## config.mk

```make
export PLATFORM = sky130hd
export DESIGN_NAME = pc_sequencer
export DESIGN_NICKNAME = d
export VERILOG_FILES = /design/src/rtl/pc_pkg.sv /design/src/rtl/branch_target_calc.sv /design/src/rtl/pc_sequencer.sv
export SDC_FILE = /design/constraint.sdc
export NUM_CORES = 1
export LEC_CHECK = 0
export CAP_MARGIN = 10
export CORE_UTILIZATION = 35
export CTS_BUF_LIST = sky130_fd_sc_hd__clkbuf_2
export CTS_CLUSTER_SIZE = 30
export DETAILED_ROUTE_END_ITERATION = 8
export GPL_TIMING_DRIVEN = 0
export PLACE_DENSITY = 0.71
export SYNTH_ARGS = -nofsm -noshare
export SYNTH_HDL_FRONTEND = slang
export SYNTH_SLANG_ARGS = --single-unit
```

## constraint.sdc

```tcl
create_clock -name clk -period 4.6 [get_ports clk]
set_clock_uncertainty 0.1 [all_clocks]
set_input_delay 1.38 -clock clk [delete_from_list [all_inputs] [get_ports clk]]
set_output_delay 1.38 -clock clk [all_outputs]
set_load 0.02 [all_outputs]
```

## src/rtl/pc_pkg.sv

```systemverilog
// Shared definitions for the fetch-address sequencer: redirect kinds, FSM
// state encoding and default field widths.
package pc_pkg;

   localparam int ADDR_W_DEF = 32;
   localparam int IMM_W_DEF  = 16;
   localparam int JIDX_W_DEF = 26;

   localparam logic [1:0] KIND_BR = 2'd0;
   localparam logic [1:0] KIND_J  = 2'd1;
   localparam logic [1:0] KIND_JR = 2'd2;

   typedef enum logic [1:0] {
      BOOT = 2'd0,
      RUN  = 2'd1,
      PEND = 2'd2
   } state_t;

endpackage

```

## src/rtl/branch_target_calc.sv

```systemverilog
// Combinational redirect-target generator: branch, jump and jump-register
// targets, plus a flag for jump-register targets that are not word aligned.
module branch_target_calc
   import pc_pkg::*;
#(
   parameter int ADDR_W = ADDR_W_DEF,
   parameter int IMM_W  = IMM_W_DEF,
   parameter int JIDX_W = JIDX_W_DEF
) (
   input  logic [1:0]        kind,
   input  logic [ADDR_W-1:0] redir_pc,
   input  logic [IMM_W-1:0]  imm,
   input  logic [JIDX_W-1:0] idx,
   input  logic [ADDR_W-1:0] reg_target,
   output logic [ADDR_W-1:0] target,
   output logic              misaligned
);

   logic signed [IMM_W-1:0]  imm_s;
   logic signed [ADDR_W-1:0] br_off;
   logic [ADDR_W-1:0]        seq;
   logic [ADDR_W-1:0]        br_target;
   logic [ADDR_W-1:0]        j_target;

   // Word offset is sign-extended to the full address width before scaling.
   assign imm_s     = imm;
   assign br_off    = ADDR_W'(imm_s) <<< 2;
   assign seq       = redir_pc + ADDR_W'(4);
   assign br_target = seq + ADDR_W'(br_off);
   assign j_target  = {seq[ADDR_W-1:JIDX_W+2], idx, 2'b00};

   always_comb begin
      target = seq;
      case (kind)
         KIND_BR: target = br_target;
         KIND_J:  target = j_target;
         KIND_JR: target = reg_target;
         default: target = seq;
      endcase
   end

   assign misaligned = (kind == KIND_JR) && (reg_target[1:0] != 2'b00);

endmodule

```

## src/rtl/pc_sequencer.sv

```systemverilog
// Program-counter sequencer: holds the fetch PC, accepts redirects from
// decode/execute and applies them after an optional delay slot.
module pc_sequencer
   import pc_pkg::*;
#(
   parameter int              ADDR_W      = ADDR_W_DEF,
   parameter int              IMM_W       = IMM_W_DEF,
   parameter int              JIDX_W      = JIDX_W_DEF,
   parameter logic [ADDR_W-1:0] RESET_PC  = '0,
   parameter int              DELAY_SLOTS = 1
) (
   input  logic              clk,
   input  logic              rst,
   input  logic              stall,
   input  logic              redir_valid,
   output logic              redir_ready,
   input  logic [1:0]        redir_kind,
   input  logic [ADDR_W-1:0] redir_pc,
   input  logic [IMM_W-1:0]  redir_imm,
   input  logic [JIDX_W-1:0] redir_idx,
   input  logic [ADDR_W-1:0] redir_reg,
   output logic [ADDR_W-1:0] pc,
   output logic              pc_valid,
   output logic              misalign_err
);

   state_t            state, state_next;
   logic [ADDR_W-1:0] pc_q, pc_next;
   logic [ADDR_W-1:0] tgt_q;
   logic              tgt_load;
   logic              cnt_q, cnt_next;
   logic              pc_valid_q;
   logic              mis_q;

   logic [ADDR_W-1:0] target;
   logic              misaligned;
   logic              advance;
   logic              offered;
   logic              accept;

   branch_target_calc #(
      .ADDR_W (ADDR_W),
      .IMM_W  (IMM_W),
      .JIDX_W (JIDX_W)
   ) u_calc (
      .kind       (redir_kind),
      .redir_pc   (redir_pc),
      .imm        (redir_imm),
      .idx        (redir_idx),
      .reg_target (redir_reg),
      .target     (target),
      .misaligned (misaligned)
   );

   assign advance = pc_valid_q & ~stall;
   assign offered = redir_valid & redir_ready & (redir_kind != 2'd3);
   assign accept  = offered & ~misaligned;

   always_ff @(posedge clk) begin
      if (rst) begin
         state      <= BOOT;
         pc_q       <= RESET_PC;
         cnt_q      <= 1'b0;
         pc_valid_q <= 1'b0;
         mis_q      <= 1'b0;
      end else begin
         state      <= state_next;
         pc_q       <= pc_next;
         cnt_q      <= cnt_next;
         pc_valid_q <= 1'b1;
         mis_q      <= offered & misaligned;
      end
   end

   // Pending target is pure data; the FSM state qualifies whether it is live.
   always_ff @(posedge clk) begin
      if (tgt_load) tgt_q <= target;
   end

   always_comb begin
      state_next = state;
      pc_next    = pc_q;
      cnt_next   = cnt_q;
      tgt_load   = 1'b0;
      case (state)
         BOOT: state_next = RUN;
         RUN: begin
            if (accept) begin
               tgt_load = 1'b1;
               if (DELAY_SLOTS == 0) begin
                  if (advance) pc_next = target;
                  else         state_next = PEND;
               end else begin
                  state_next = PEND;
                  cnt_next   = ~advance;
                  if (advance) pc_next = pc_q + ADDR_W'(4);
               end
            end else if (advance) begin
               pc_next = pc_q + ADDR_W'(4);
            end
         end
         PEND: begin
            if (advance) begin
               if (cnt_q) begin
                  pc_next  = pc_q + ADDR_W'(4);
                  cnt_next = 1'b0;
               end else begin
                  pc_next    = tgt_q;
                  state_next = RUN;
               end
            end
         end
         default: state_next = BOOT;
      endcase
   end

   always_comb begin
      redir_ready  = (state == RUN);
      pc           = pc_q;
      pc_valid     = pc_valid_q;
      misalign_err = mis_q;
   end

endmodule

```

==> flow_summary.rst <==
.. list-table::
   :header-rows: 1

   * - Metric
     - Value
   * - Synth warnings
     - 0
   * - RePlAce Congestion
     - roughly 0.99
   * - CTS root buffer
     - sky130_fd_sc_hd__clkbuf_2
   * - Diodes inserted
     - 0
   * - IO Count
     - roughly 150
   * - Power per unit of standard cell area
     - between 200 and 250 mW/mm^2
   * - Count of distinct cell types in the synthesized netlist
     - 72
   * - Maximum number of pins on one net before global-route repair
     - 31
   * - TritonCTS clock tree
     - done
   * - Number of hold violations in the final report
     - 0
   * - Static Leakage
     - about 0.0029 uW
   * - Routed WL
     - around 19,000 um
   * - Total internal power
     - 1140 uW
   * - Post-DP Area
     - roughly 0.0077 mm^2
   * - Setup Crit Path Kind
     - in -> reg
   * - Final-layout setup total negative slack
     - 0 ps
   * - HPWL after detailed placement
     - 15,100 um
   * - Initial antenna violation count
     - 0
   * - Unrepaired setup endpoints after global routing
     - true
   * - FMAX
     - 218 MHz
   * - Clock transition at the register clock pins on the worst setup and hold paths after CTS
     - about 200 ps
   * - Sequential share of power
     - 41.1%
   * - Area overhead of the layout relative to synthesis
     - 36.6%
   * - CTS HTree Levels
     - 3
   * - # clock sinks
     - 69
   * - Syn_nets
     - 826
   * - Netlist Area Pre-Place
     - 0.00593 mm^2
   * - Die Y-Extent
     - 132 um
   * - Remaining number of nets flagged by the antenna check after routing
     - 0
   * - Number of remaining DRC errors
     - 0
   * - Core area
     - 0.0166 mm^2
   * - Longest Clk Path Bufs
     - 2
   * - Clock network fraction of design power
     - between 20% and 30%
   * - Starting Density
     - 35.8%
   * - Later-pin clock latency in the skew report
     - 530 ps
   * - Floorplan die area
     - 0.0175 mm^2
   * - Total setup violations reported at the end of the flow
     - 0
   * - Post-CTS Hold Fix Bufs
     - 0
   * - Grt total ovfl
     - 0
   * - Post-route cell area
     - roughly 0.0081 mm^2
   * - First-pass GRT wire length
     - 30,000 um
   * - Dominant register cell in the synthesized netlist
     - sky130_fd_sc_hd__dfxtp_1
   * - Number of DRC violations after detailed-routing iteration 0
     - 655
   * - Critical path fanouts, max
     - 6
   * - Sw power
     - between 500 and 600 uW
   * - Critical path launch point type
     - input port
   * - Endpoint class of the critical path
     - register
   * - IR Drop Worst-Case VDD
     - 0.0926 mV
   * - NumNets Final
     - 996
   * - Drt via density
     - 5.64
   * - Worst slew margin
     - between 40% and 50%
   * - Fraction of final layout cells sized beyond drive strength 1
     - 13.5%
   * - Input/output buffers
     - 143
   * - # Max-Cap Violations
     - 0
   * - Max-slew violation count
     - 0
   * - Mean Syn Cell Area
     - 8.75 um^2
   * - Period minus WS final
     - ~4600 ps
   * - Number of synthesized flops with an enable pin
     - 32
   * - Detailed-router iteration count before antenna repair
     - 6
   * - Switching share of power
     - 31.1%
   * - Placement Rows
     - 47
   * - Transition time of the tightest slew-check pin
     - between 800 and 900 ps
   * - Critical path required time
     - 4800 ps
   * - Syn Inst Count
     - 678
   * - Overall global routing resource usage
     - 21.9%
   * - Arrival time worst endpoint
     - 4780 ps
   * - Period utilisation layout
     - 99.6%
   * - Async S/R FF share, synth
     - 0%
   * - Comb power frac
     - 34.8%
   * - Drt wl/cell
     - 17.8 um
   * - Sequential cell area fraction in the yosys report
     - between 20% and 30%
   * - Type of the worst min-delay path
     - reg -> reg
   * - Number of register bits inferred by synthesis
     - 69
   * - Number of global-route vias before repair
     - 5,785
   * - Die extent in x
     - ~130 um
   * - Routed vias
     - slightly above 6,000
   * - Outcome
     - finished clean
   * - Clock buffer count from CTS
     - 9
## timing repair
action,CTS,global route
setup buffers,11,5
endpoints found under the setup margin,16,13
gates resized for setup,39,20
pin swaps,16,12
## cells in the final DEF (no fill, tap or decap), types with 10 or more instances in the layout
cell type,count
sky130_fd_sc_hd__ha_1,30
sky130_fd_sc_hd__dfxtp_1,37
sky130_fd_sc_hd__clkbuf_2,12
sky130_fd_sc_hd__nand2_1,61
sky130_fd_sc_hd__clkbuf_1,23
sky130_fd_sc_hd__edfxtp_1,32
sky130_fd_sc_hd__a21o_1,10
sky130_fd_sc_hd__inv_1,12
sky130_fd_sc_hd__a22oi_1,12
sky130_fd_sc_hd__a211oi_1,11
sky130_fd_sc_hd__xnor2_1,24
sky130_fd_sc_hd__nand3_1,25
sky130_fd_sc_hd__xor2_1,19
sky130_fd_sc_hd__and3_1,13
sky130_fd_sc_hd__clkdlybuf4s50_1,133
sky130_fd_sc_hd__nand4_1,16
sky130_fd_sc_hd__buf_4,16
sky130_fd_sc_hd__o21ai_0,36
sky130_fd_sc_hd__mux4_2,25
sky130_fd_sc_hd__a21oi_1,47
sky130_fd_sc_hd__o31ai_1,11
sky130_fd_sc_hd__nor2_1,80
## sequential cells by signal, indices dropped and copies added (netlist names)
name and flops:
pc 32, tgt_q 32, state 2, cnt_q 1, misalign_err 1, pc_valid 1
## cell families (layout without fill, tap and decap cells)
group / after synthesis / after routing / synth area share [%]
adder cells (fa/ha/maj): 36 / 36 / 7.72
buffers and inverters: 44 / 219 / 3.42
AO/OA/AOI/OAI: 187 / 187 / 20.9
AND/OR/NAND/NOR: 262 / 262 / 21.5
XOR/XNOR: 48 / 48 / 7.09
flip-flops: 69 / 69 / 28.7
multiplexers: 32 / 32 / 10.7
## per-layer routing
layer,up-vias,wire (um),part of all wire [%],global-route usage [%]
li1,2886,-,-,-
met1,2826,8090,42,27.8
met2,300,9120,48,36.5
met3,41,1210,6.3,3.08
met4,0,658,3.4,10.5
met5,-,0,0,0
## worst max-delay path: stages
cell and delay [ps]:
sky130_fd_sc_hd__clkdlybuf4s50_1 520, sky130_fd_sc_hd__and3_4 230, sky130_fd_sc_hd__nand3_2 150, sky130_fd_sc_hd__nor2_4 140, sky130_fd_sc_hd__nand4_1 150, sky130_fd_sc_hd__xnor2_2 270
sky130_fd_sc_hd__ha_4 270, sky130_fd_sc_hd__a21oi_2 170, sky130_fd_sc_hd__nor2b_1 70, sky130_fd_sc_hd__nor3_2 190, sky130_fd_sc_hd__nand2_1 130, sky130_fd_sc_hd__a311oi_4 370
sky130_fd_sc_hd__nor2_1 90, sky130_fd_sc_hd__xor2_1 160, sky130_fd_sc_hd__mux4_2 460
## per-stage QoR
stage | hold slack [ps] | setup WS [ps] | utilization [%] | total power, uW | std cells
3_3_place_gp | 363 | -1280 | 46.1 | 1220 | 1041
3_5_place_dp | 396 | -1290 | 46.3 | 1230 | 1042
4_1_cts | 422 | 1.57 | 48.4 | 1640 | 1068
6_report | 425 | 16.8 | 48.9 | 1650 | 1073
5_1_grt | 458 | -37.2 | 48.9 | 1740 | 1073
2_1_floorplan | 356 | 3.30 | - | 1020 | 678
## cell type report
cell class,count,area [um^2]
Fill cell,1613,8480
Multi-Input combinational cell,565,4240
Sequential cell,69,1700
Timing Repair Buffer,160,1560
Tap cell,220,275
Buffer,30,150
Clock inverter,5,76.3
Clock buffer,11,55.1
Inverter,13,48.8
## power groups by stage
stage | sequential [uW] | combinational, uW | clock [uW]
floorplan | 692 | 328 | 0
global placement | 693 | 523 | 0
detailed placement | 692 | 535 | 0
CTS | 679 | 555 | 408
global route | 681 | 619 | 438
finish | 679 | 576 | 398
## cells in the mapped netlist (6+ instances only)
cell | n | area, um^2
sky130_fd_sc_hd__nand3_1 | 28 | 140
sky130_fd_sc_hd__nor2b_1 | 9 | 56.3
sky130_fd_sc_hd__mux4_2 | 25 | 563
sky130_fd_sc_hd__a22oi_1 | 12 | 90.1
sky130_fd_sc_hd__o21ai_0 | 38 | 190
sky130_fd_sc_hd__clkbuf_1 | 24 | 90.1
sky130_fd_sc_hd__nor3_1 | 11 | 55.1
sky130_fd_sc_hd__and3_1 | 14 | 87.6
sky130_fd_sc_hd__ha_1 | 35 | 438
sky130_fd_sc_hd__nand4_1 | 16 | 100
sky130_fd_sc_hd__nor4_1 | 6 | 37.5
sky130_fd_sc_hd__nand2_1 | 63 | 236
sky130_fd_sc_hd__nor2_1 | 83 | 312
sky130_fd_sc_hd__a21o_1 | 10 | 75.1
sky130_fd_sc_hd__o31ai_1 | 11 | 82.6
sky130_fd_sc_hd__a21oi_1 | 54 | 270
sky130_fd_sc_hd__a211oi_1 | 12 | 90.1
sky130_fd_sc_hd__xor2_1 | 19 | 166
sky130_fd_sc_hd__xnor2_1 | 29 | 254
sky130_fd_sc_hd__inv_1 | 12 | 45.0
sky130_fd_sc_hd__o21a_1 | 7 | 52.6
sky130_fd_sc_hd__edfxtp_1 | 32 | 961
sky130_fd_sc_hd__nand2b_1 | 7 | 43.8
sky130_fd_sc_hd__dfxtp_1 | 37 | 741
sky130_fd_sc_hd__and2_1 | 7 | 43.8
## path summary, 6_finish.rpt
path                startpoint   endpoint  slack, ps  cells past startpoint
hold reg to reg         pc[31]     pc[31]        420                      2
setup / recovery  redir_pc[12]  tgt_q[26]         20                     15
hold / removal          pc[31]     pc[31]        420                      2
setup reg to reg      state[1]     pc[22]       1980                      8
(Power assumes the default switching activity.)
